`config.mk`:
```
export PLATFORM = sky130hd
export DESIGN_NAME = siso_delay_line
export DESIGN_NICKNAME = d
export VERILOG_FILES = /design/src/rtl/siso_delay_line.sv
export SDC_FILE = /design/constraint.sdc
export NUM_CORES = 1
export LEC_CHECK = 0
export ABC_CLOCK_PERIOD_IN_PS = 1700
export CORE_MARGIN = 4
export CORE_UTILIZATION = 57
export DETAILED_ROUTE_END_ITERATION = 10
export DONT_BUFFER_PORTS = 1
export PLACE_DENSITY = 0.74
export SYNTH_ARGS = -nofsm -noshare
export SYNTH_HDL_FRONTEND = slang
export SYNTH_SLANG_ARGS = --single-unit
```
`constraint.sdc`:
```
create_clock -name clk -period 1.7 [get_ports clk]
set_input_delay 0.34 -clock clk [delete_from_list [all_inputs] [get_ports clk]]
set_output_delay 0.34 -clock clk [all_outputs]
set_load 0.05 [all_outputs]
```
`src/rtl/siso_delay_line.sv`:
```
// siso_delay_line: word-wide delay line with runtime-selectable delay 0..DEPTH, shift enable, valid tracking and occupancy count
// clk/rst_n : rising-edge clock, asynchronous active-low reset
// en, clr   : shift enable; synchronous clear (wins over en)
// in_valid, din         : input word and its qualifier
// delay_sel             : requested delay, values above DEPTH clamp to DEPTH, 0 bypasses
// dout, out_valid       : delayed word and qualifier (combinational mux of the stages)
// fill_cnt              : number of valid stages (registered)
module siso_delay_line #(
  parameter int DATA_WID = 8,
  parameter int DEPTH    = 5,
  parameter int SEL_WID  = 3
) (
  input  logic                clk,
  input  logic                rst_n,
  input  logic                en,
  input  logic                clr,
  input  logic                in_valid,
  input  logic [DATA_WID-1:0] din,
  input  logic [SEL_WID-1:0]  delay_sel,
  output logic [DATA_WID-1:0] dout,
  output logic                out_valid,
  output logic [SEL_WID-1:0]  fill_cnt
);
  logic [DATA_WID-1:0] stage [DEPTH];
  logic [DATA_WID-1:0] nxt   [DEPTH];
  logic [DEPTH-1:0]    vld;
  logic [DEPTH-1:0]    vld_nxt;
  logic [SEL_WID-1:0]  d_eff;
  assign d_eff = (delay_sel > SEL_WID'(DEPTH)) ? SEL_WID'(DEPTH) : delay_sel;
  // invalid slots carry zero data so a bubble is always 0 on dout
  assign nxt[0]     = in_valid ? din : '0;
  assign vld_nxt[0] = in_valid;
  genvar k;
  generate
    for (k = 1; k < DEPTH; k++) begin : g_shift
      assign nxt[k]     = stage[k-1];
      assign vld_nxt[k] = vld[k-1];
    end
    for (k = 0; k < DEPTH; k++) begin : g_stage
      always_ff @(posedge clk or negedge rst_n)
        if (!rst_n) begin
          stage[k] <= '0;
          vld[k]   <= 1'b0;
        end else if (clr) begin
          stage[k] <= '0;
          vld[k]   <= 1'b0;
        end else if (en) begin
          stage[k] <= nxt[k];
          vld[k]   <= vld_nxt[k];
        end
    end
  endgenerate
  // the word leaving the last stage is the only way occupancy drops
  always_ff @(posedge clk or negedge rst_n)
    if (!rst_n) fill_cnt <= '0;
    else if (clr) fill_cnt <= '0;
    else if (en) fill_cnt <= fill_cnt + SEL_WID'(in_valid) - SEL_WID'(vld[DEPTH-1]);
  always_comb begin
    dout      = din;
    out_valid = in_valid;
    for (int i = 0; i < DEPTH; i++)
      if (d_eff == SEL_WID'(i + 1)) begin
        dout      = stage[i];
        out_valid = vld[i];
      end
  end
endmodule

```
==> out/qor.csv, run 1 <==
stage,metric,value,unit
setup_path,cp.arrival,1.96,ns
global_routing,grt_usage,0.210,
place,io_buffers,0,
sta,grt_setup_unrepaired,true,
global_routing,grt_pass1_wl,8910,um
die,ios,28,
global_routing,grt_pass1_vias,1833,
sta,worst_slack,-0.0769,ns
setup_path,timing.rr.start,vld[4],
worst_hold_path,min_path_cells,1,
routing,drt_iter0_markers,85,
sta,finalCriticalPeriod,1.78,ns
cells_and_area,mostFrequentLayoutCells,"mux2i_1, dfrtp_1, nor2_1",
yosys,synth_cells,227,
cts,clock_path_buffers,2,
worst_hold_path,hold_end,nxt[25],
cells_and_area,final_common_cell,mux2i_1,
setup_path,r2r_end,fill_cnt[2],
global_routing,grt_max_degree,58,
sta,hold_viol,0,
die,rows,23,
cts,clockRootBuffer,clkbuf_8,
power,cellPowerDensity,727,nW/um^2
sta,drv_slew,0,
setup_path,crit_top_cell,ha_4,
yosys,post_synth_instance_area,2500,um^2
cells_and_area,layout-drive-gt1-share,0.243,
cts,cts_max_level,2,
yosys,ys_seq_area_frac,0.481,
sta,maxSlewHeadroom,0.570,
die,start_util,0.607,
cts,numCtsBuffers,5,
global_routing,grt_overflow,0,
cells_and_area,n_fill_cell,265,
flow_run,drv_cap,0,
routing,detail_route.first_pass.iterations,4,
die,dieArea,5500,um^2
yosys,ys_types,22,
sta,fmax,0.563,GHz
routing,drc_errors,0,
setup_path,path_class,reg2reg,
power,leakage,0.00145,uW
setup_path,path_delay_family,adder cells,
yosys,syn-num-nets,246,
die,die_x,74.2,um
cells_and_area,fin_cells,289,
place,gp_congestion,0.768,
setup_path,crit_fanout,2,
worst_hold_path,min_from,clr,
setup_path,max_stage_delay,0.42,ns
place,dp_hpwl,3270,um
yosys,yosysTopAreaCell,dfrtp_1,
cells_and_area,syn_to_final_growth,24.4,%
cts,clock-sinks,48,
sta,period_share,1.05,
yosys,synth-seq-cells,48,
setup_path,cp.required,1.88,ns
yosys,syn_avg_cell_area,11.0,um^2
die,die_y,74.2,um
sta,worstMarginPinSlew,0.644,ns
place,post-place-cells,278,
worst_hold_path,hold_path_class,in2reg,
yosys,ys_warn_count,0,
setup_path,critPathLaunchType,flop,
setup_path,worst-r2r-setup-slack,-0.08,ns
cells_and_area,insertedDiodeCount,0,
routing,vias,1734,
die,core-area,4120,um^2
routing,wl,5390,um
cells_and_area,final_core_util,0.755,
sta,setup_viol,4,
status,status,"complete, but fails checks",
routing,antenna_left,0,
cts,clkLatencyLatePin,0.30,ns
power,vdd_drop_max,0.419,mV
global_routing,antenna_found_initial,0,
sta,clock_skew,0.0137,ns
setup_path,worstPathCellList,"ha_4, inv_2, ha_4, fa_2, xnor2_2, a21oi_1, a31o_2",
yosys,synth_area_leaders,"dfrtp_1, mux2i_1, nor2_1, a221oi_1, a211oi_1",
setup_path,reg2reg_depth,7,
cells_and_area,final_nets,257,
cts,cts_tree,built,
routing,routedWlPerCell,18.6,um
routing,via_per_inst,6.00,
setup_path,worst_path_max_delay_cell,dfrtp_1,
setup_path,endpoint_kind,flop,
setup_path,worst-path-buf-inv,1,
power,power,2260,uW
yosys,yosys.area.top_type_share,0.481,
cts,path_clk_slew,0.09,ns
status,violations,negative setup slack,
## cell families after synthesis
group / Yosys count / share of synthesized area
adder cells (fa/ha/maj): 3 / 0.0180
flip-flops: 48 / 0.481
buffers and inverters: 21 / 0.0516
XOR/XNOR: 1 / 0.00351
multiplexers: 57 / 0.229
AO/OA/AOI/OAI: 28 / 0.0802
AND/OR/NAND/NOR: 69 / 0.137
## power breakdown
| group | switching (uW) | internal (uW) |
|---|---|---|
| Clock | 370 | 331 |
| Sequential | 21.2 | 1160 |
| Combinational | 187 | 188 |
## cell usage after synthesis
| cell | number |
|---|---|
| a211oi_1 | 9 |
| a21oi_1 | 9 |
| a221oi_1 | 9 |
| a31o_2 | 1 |
| and2b_1 | 7 |
| buf_1 | 2 |
| buf_12 | 1 |
| buf_2 | 6 |
| buf_4 | 3 |
| buf_6 | 2 |
| clkbuf_1 | 3 |
| dfrtp_1 | 48 |
| fa_1 | 1 |
| ha_1 | 2 |
| inv_1 | 4 |
| mux2i_1 | 57 |
| nand2b_1 | 10 |
| nand3_1 | 8 |
| nor2_1 | 41 |
| nor2_8 | 1 |
| nor2b_1 | 2 |
| xnor2_1 | 1 |
## metal layers
layer | GRT usage | vias to the layer above | part of all wire
met5 | 0 | - | 0
met4 | 0.0423 | 0 | 0.0039
met3 | 0.0500 | 2 | 0.057
met2 | 0.356 | 45 | 0.50
met1 | 0.276 | 872 | 0.44
li1 | - | 815 | -
## layout make-up
class	instances	area [um^2]	share of cell area
well taps	50	62.6	0.0201
clock inverters	1	7.51	0.00242
clock buffers	7	86.3	0.0278
multi-input cells	158	1440	0.463
inverters	4	15.0	0.00483
repair buffers	21	293	0.0943
flip-flops and latches	48	1200	0.387
## flip-flops by register name (all words and copies together), names as in the netlist
name / cells
nxt: 32
stage: 8
fill_cnt: 3
vld: 5
## worst reg2reg max path: stages, from the launching register on
cell,delay [ns]
dfrtp_1,0.42
ha_4,0.28
inv_2,0.03
ha_4,0.15
fa_2,0.36
xnor2_2,0.15
a21oi_1,0.08
a31o_2,0.21
## through the flow
stage / TNS, ns / setup WS (ns) / area [um^2] / hold slack [ns]
global route: -0.615 / -0.139 / 3110 / 0.0779
finish: -0.125 / -0.0769 / 3110 / 0.0986
CTS: -0.125 / -0.0763 / 3080 / 0.0891
detailed placement: -0.0664 / -0.0664 / 2870 / 0.0456
global placement: -0.0373 / -0.0373 / 2870 / 0.0459
floorplan: -0.307 / -0.223 / 2680 / 0.0444
## how the worst max path moves through the flow
stage	from	end	slack (ns)	cells past startpoint
3_5_place_dp	fill_cnt[0]	fill_cnt[2]	-0.07	8
5_1_grt	vld[4]	fill_cnt[2]	-0.14	7
4_1_cts	vld[4]	fill_cnt[2]	-0.08	7
2_1_floorplan	fill_cnt[0]	fill_cnt[2]	-0.22	8
6_report	vld[4]	fill_cnt[2]	-0.08	7
3_3_place_gp	fill_cnt[0]	fill_cnt[2]	-0.04	8
## timing repair
action,4_1_cts,5_1_grt
resized for setup,14,4
setup buffers,3,2
pin swaps,0,1
hold endpoints to repair,48,0
endpoints found under the setup margin,10,10
hold buffers,2,0
No activity file was read; power rests on OpenSTA's default activity.
==> run 2, diff against run 1 <==
--- a/constraint.sdc
+++ b/constraint.sdc
@@ -3,2 +3,2 @@
 set_output_delay 0.34 -clock clk [all_outputs]
-set_load 0.05 [all_outputs]
+set_load 0.005 [all_outputs]
==> run 2 against run 1 <==
  * The flow still finishes with violations (negative setup slack)
  * Critical endpoint unchanged
  * Worst setup slack better by 0.011 ns
  * Maximum frequency up 0.64%
  * First-iteration DRC count up 4.7%
  * Clock-buffer cell count unchanged
  * Utilization down 11 points
  * Routed wire length down 8.2%
  * Power down 0.46%
  * Largest power group unchanged
  * Via count down 1.3%
  * Combinational power down 54%
==> out/qor.csv, run 2 (synthesized netlist as in run 1, its figures left out) <==
stage,metric,value,unit,change
setup_path,worst_path_max_delay_cell,dfrtp_1,,unchanged
sta,finalCriticalPeriod,1.77,ns,was 1.78 ns
place,gp_congestion,0.758,,was 0.768
cts,numCtsBuffers,5,,unchanged
sta,grt_setup_unrepaired,true,,unchanged
cells_and_area,final_nets,243,,was 257
sta,maxSlewHeadroom,0.461,,was 0.570
die,die_y,74.2,um,unchanged
setup_path,worstPathCellList,"ha_1, inv_1, ha_2, fa_2, xnor2_2, a21oi_1, a31o_2",,"was ha_4, inv_2, ha_4, fa_2, xnor2_2, a21oi_1, a31o_2"
place,io_buffers,0,,unchanged
die,start_util,0.607,,unchanged
cts,clock_path_buffers,2,,unchanged
routing,routedWlPerCell,18.0,um,was 18.6 um
routing,wl,4950,um,was 5390 um
cts,cts_max_level,2,,unchanged
sta,timing.setup.tns,-0.0657,ns,was -0.125 ns
sta,clock_skew,0.00670,ns,was 0.0137 ns
power,leakage,0.00130,uW,was 0.00145 uW
cells_and_area,final_core_util,0.646,,was 0.755
cells_and_area,fin_cells,275,,was 289
sta,worst_slack,-0.0657,ns,was -0.0769 ns
place,post-place-cells,265,,was 278
setup_path,crit_fanout,2,,unchanged
setup_path,endpoint_kind,flop,,unchanged
global_routing,grt_max_degree,58,,unchanged
sta,fin_hold_ws,0.0910,ns,was 0.0986 ns
place,pre_cts_ws,-0.0857,ns,was -0.0664 ns
power,cellPowerDensity,846,nW/um^2,was 727 nW/um^2
die,rows,23,,unchanged
cells_and_area,insertedDiodeCount,0,,unchanged
sta,worstMarginPinSlew,0.806,ns,was 0.644 ns
setup_path,cp.arrival,1.96,ns,about the same
cells_and_area,largest_reg_flops,32,,unchanged
flow_run,drv_cap,0,,unchanged
sta,setup_viol,1,,was 4
global_routing,grt_overflow,0,,unchanged
worst_hold_path,hold_path_class,in2reg,,unchanged
routing,vias,1711,,"was 1,734"
die,core-area,4120,um^2,unchanged
cts,cts_tree,built,,unchanged
place,dp_hpwl,3120,um,was 3270 um
status,violations,negative setup slack,,unchanged
routing,drt_iter0_markers,89,,was 85
setup_path,critPathLaunchType,flop,,unchanged
cells_and_area,layout-drive-gt1-share,0.0844,,was 0.243
routing,drc_errors,0,,unchanged
power,vdd_drop_max,0.620,mV,was 0.419 mV
sta,drv_slew,0,,unchanged
cells_and_area,final_common_cell,mux2i_1,,unchanged
global_routing,grt_pass1_wl,8110,um,was 8910 um
global_routing,grt_usage,0.196,,was 0.210
routing,antenna_left,0,,unchanged
routing,via_per_inst,6.22,,was 6.00
sta,fmax,0.566,GHz,was 0.563 GHz
setup_path,cp.required,1.89,ns,was 1.88 ns
routing,detail_route.first_pass.iterations,4,,unchanged
cts,clock-sinks,48,,unchanged
setup_path,max_stage_delay,0.38,ns,was 0.42 ns
die,die_x,74.2,um,unchanged
cells_and_area,mostFrequentLayoutCells,"mux2i_1, dfrtp_1, nor2_1",,unchanged
global_routing,antenna_found_initial,0,,unchanged
global_routing,grt_pass1_vias,1750,,"was 1,833"
sta,hold_viol,0,,unchanged
cts,path_clk_slew,0.08,ns,was 0.09 ns
cells_and_area,syn_to_final_growth,6.52,%,was 24.4%
sta,period_share,1.04,,was 1.05
die,dieArea,5500,um^2,unchanged
setup_path,path_class,reg2reg,,unchanged
setup_path,path_delay_family,adder cells,,unchanged
cts,clkLatencyLatePin,0.31,ns,was 0.30 ns
setup_path,worst-path-buf-inv,1,,unchanged
status,status,"complete, but fails checks",,unchanged
cts,clockRootBuffer,clkbuf_8,,unchanged
die,ios,28,,unchanged
-- run 2: layout make-up --
cell class              count  area, um^2
fillers                   315        1460
flip-flops and latches     48        1200
multi-input cells         158        1180
clock buffers               7        96.3
repair buffers              7        75.1
well taps                  50        62.6
clock inverters             1        30.0
inverters                   4        15.0
-- run 2: power breakdown --
group | switching [uW] | internal (uW) | total [uW]
sequential | 15.6 | 1160 | 1180
combinational | 80.1 | 92.2 | 172
clock | 381 | 519 | 900
total | 477 | 1770 | 2250
-- run 2: per-stage QoR --
stage | area [um^2] | power (uW)
6_report | 2660 | 2250
3_5_place_dp | 2490 | 1340
2_1_floorplan | 2510 | 1380
3_3_place_gp | 2490 | 1340
4_1_cts | 2660 | 2270
5_1_grt | 2660 | 2330
-- run 2: worst paths after layout --
kind	cells after the start	slack, ns	from	endpoint
worst max-delay path	7	-0.07	vld[4]	fill_cnt[2]
worst min-delay path	1	0.09	clr	fill_cnt[1]
worst max register to register	7	-0.07	vld[4]	fill_cnt[2]
worst min register to register	2	0.53	stage[2]	stage[2]
max in group asynchronous	2	0.95	rst_n	fill_cnt[1]
min in group asynchronous	2	0.53	rst_n	nxt[25]
-- run 2: metal layers --
layer  global-route usage  part of all wire
met1                0.249              0.44
met2                0.320              0.49
met3               0.0581             0.051
met4               0.0684             0.014
met5                    0                 0
-- run 2: timing repair --
item / CTS / global route
resized for setup: 1 / 0
setup endpoints to repair: 1 / 2
endpoints found under the hold margin: 48 / 0
pin swaps: 0 / 1
buffers inserted: 0 / 0
hold buffers: 2 / 0
-- run 2: worst reg2reg max path: cells and delay by family (launching register included) --
family / cells / cell delay [ns]
xor gates and xnor gates: 1 / 0.15
DFF: 1 / 0.38
AOI/OAI and AO/OA: 2 / 0.30
adders and majority gates: 3 / 0.78
buffers and inverters: 1 / 0.04
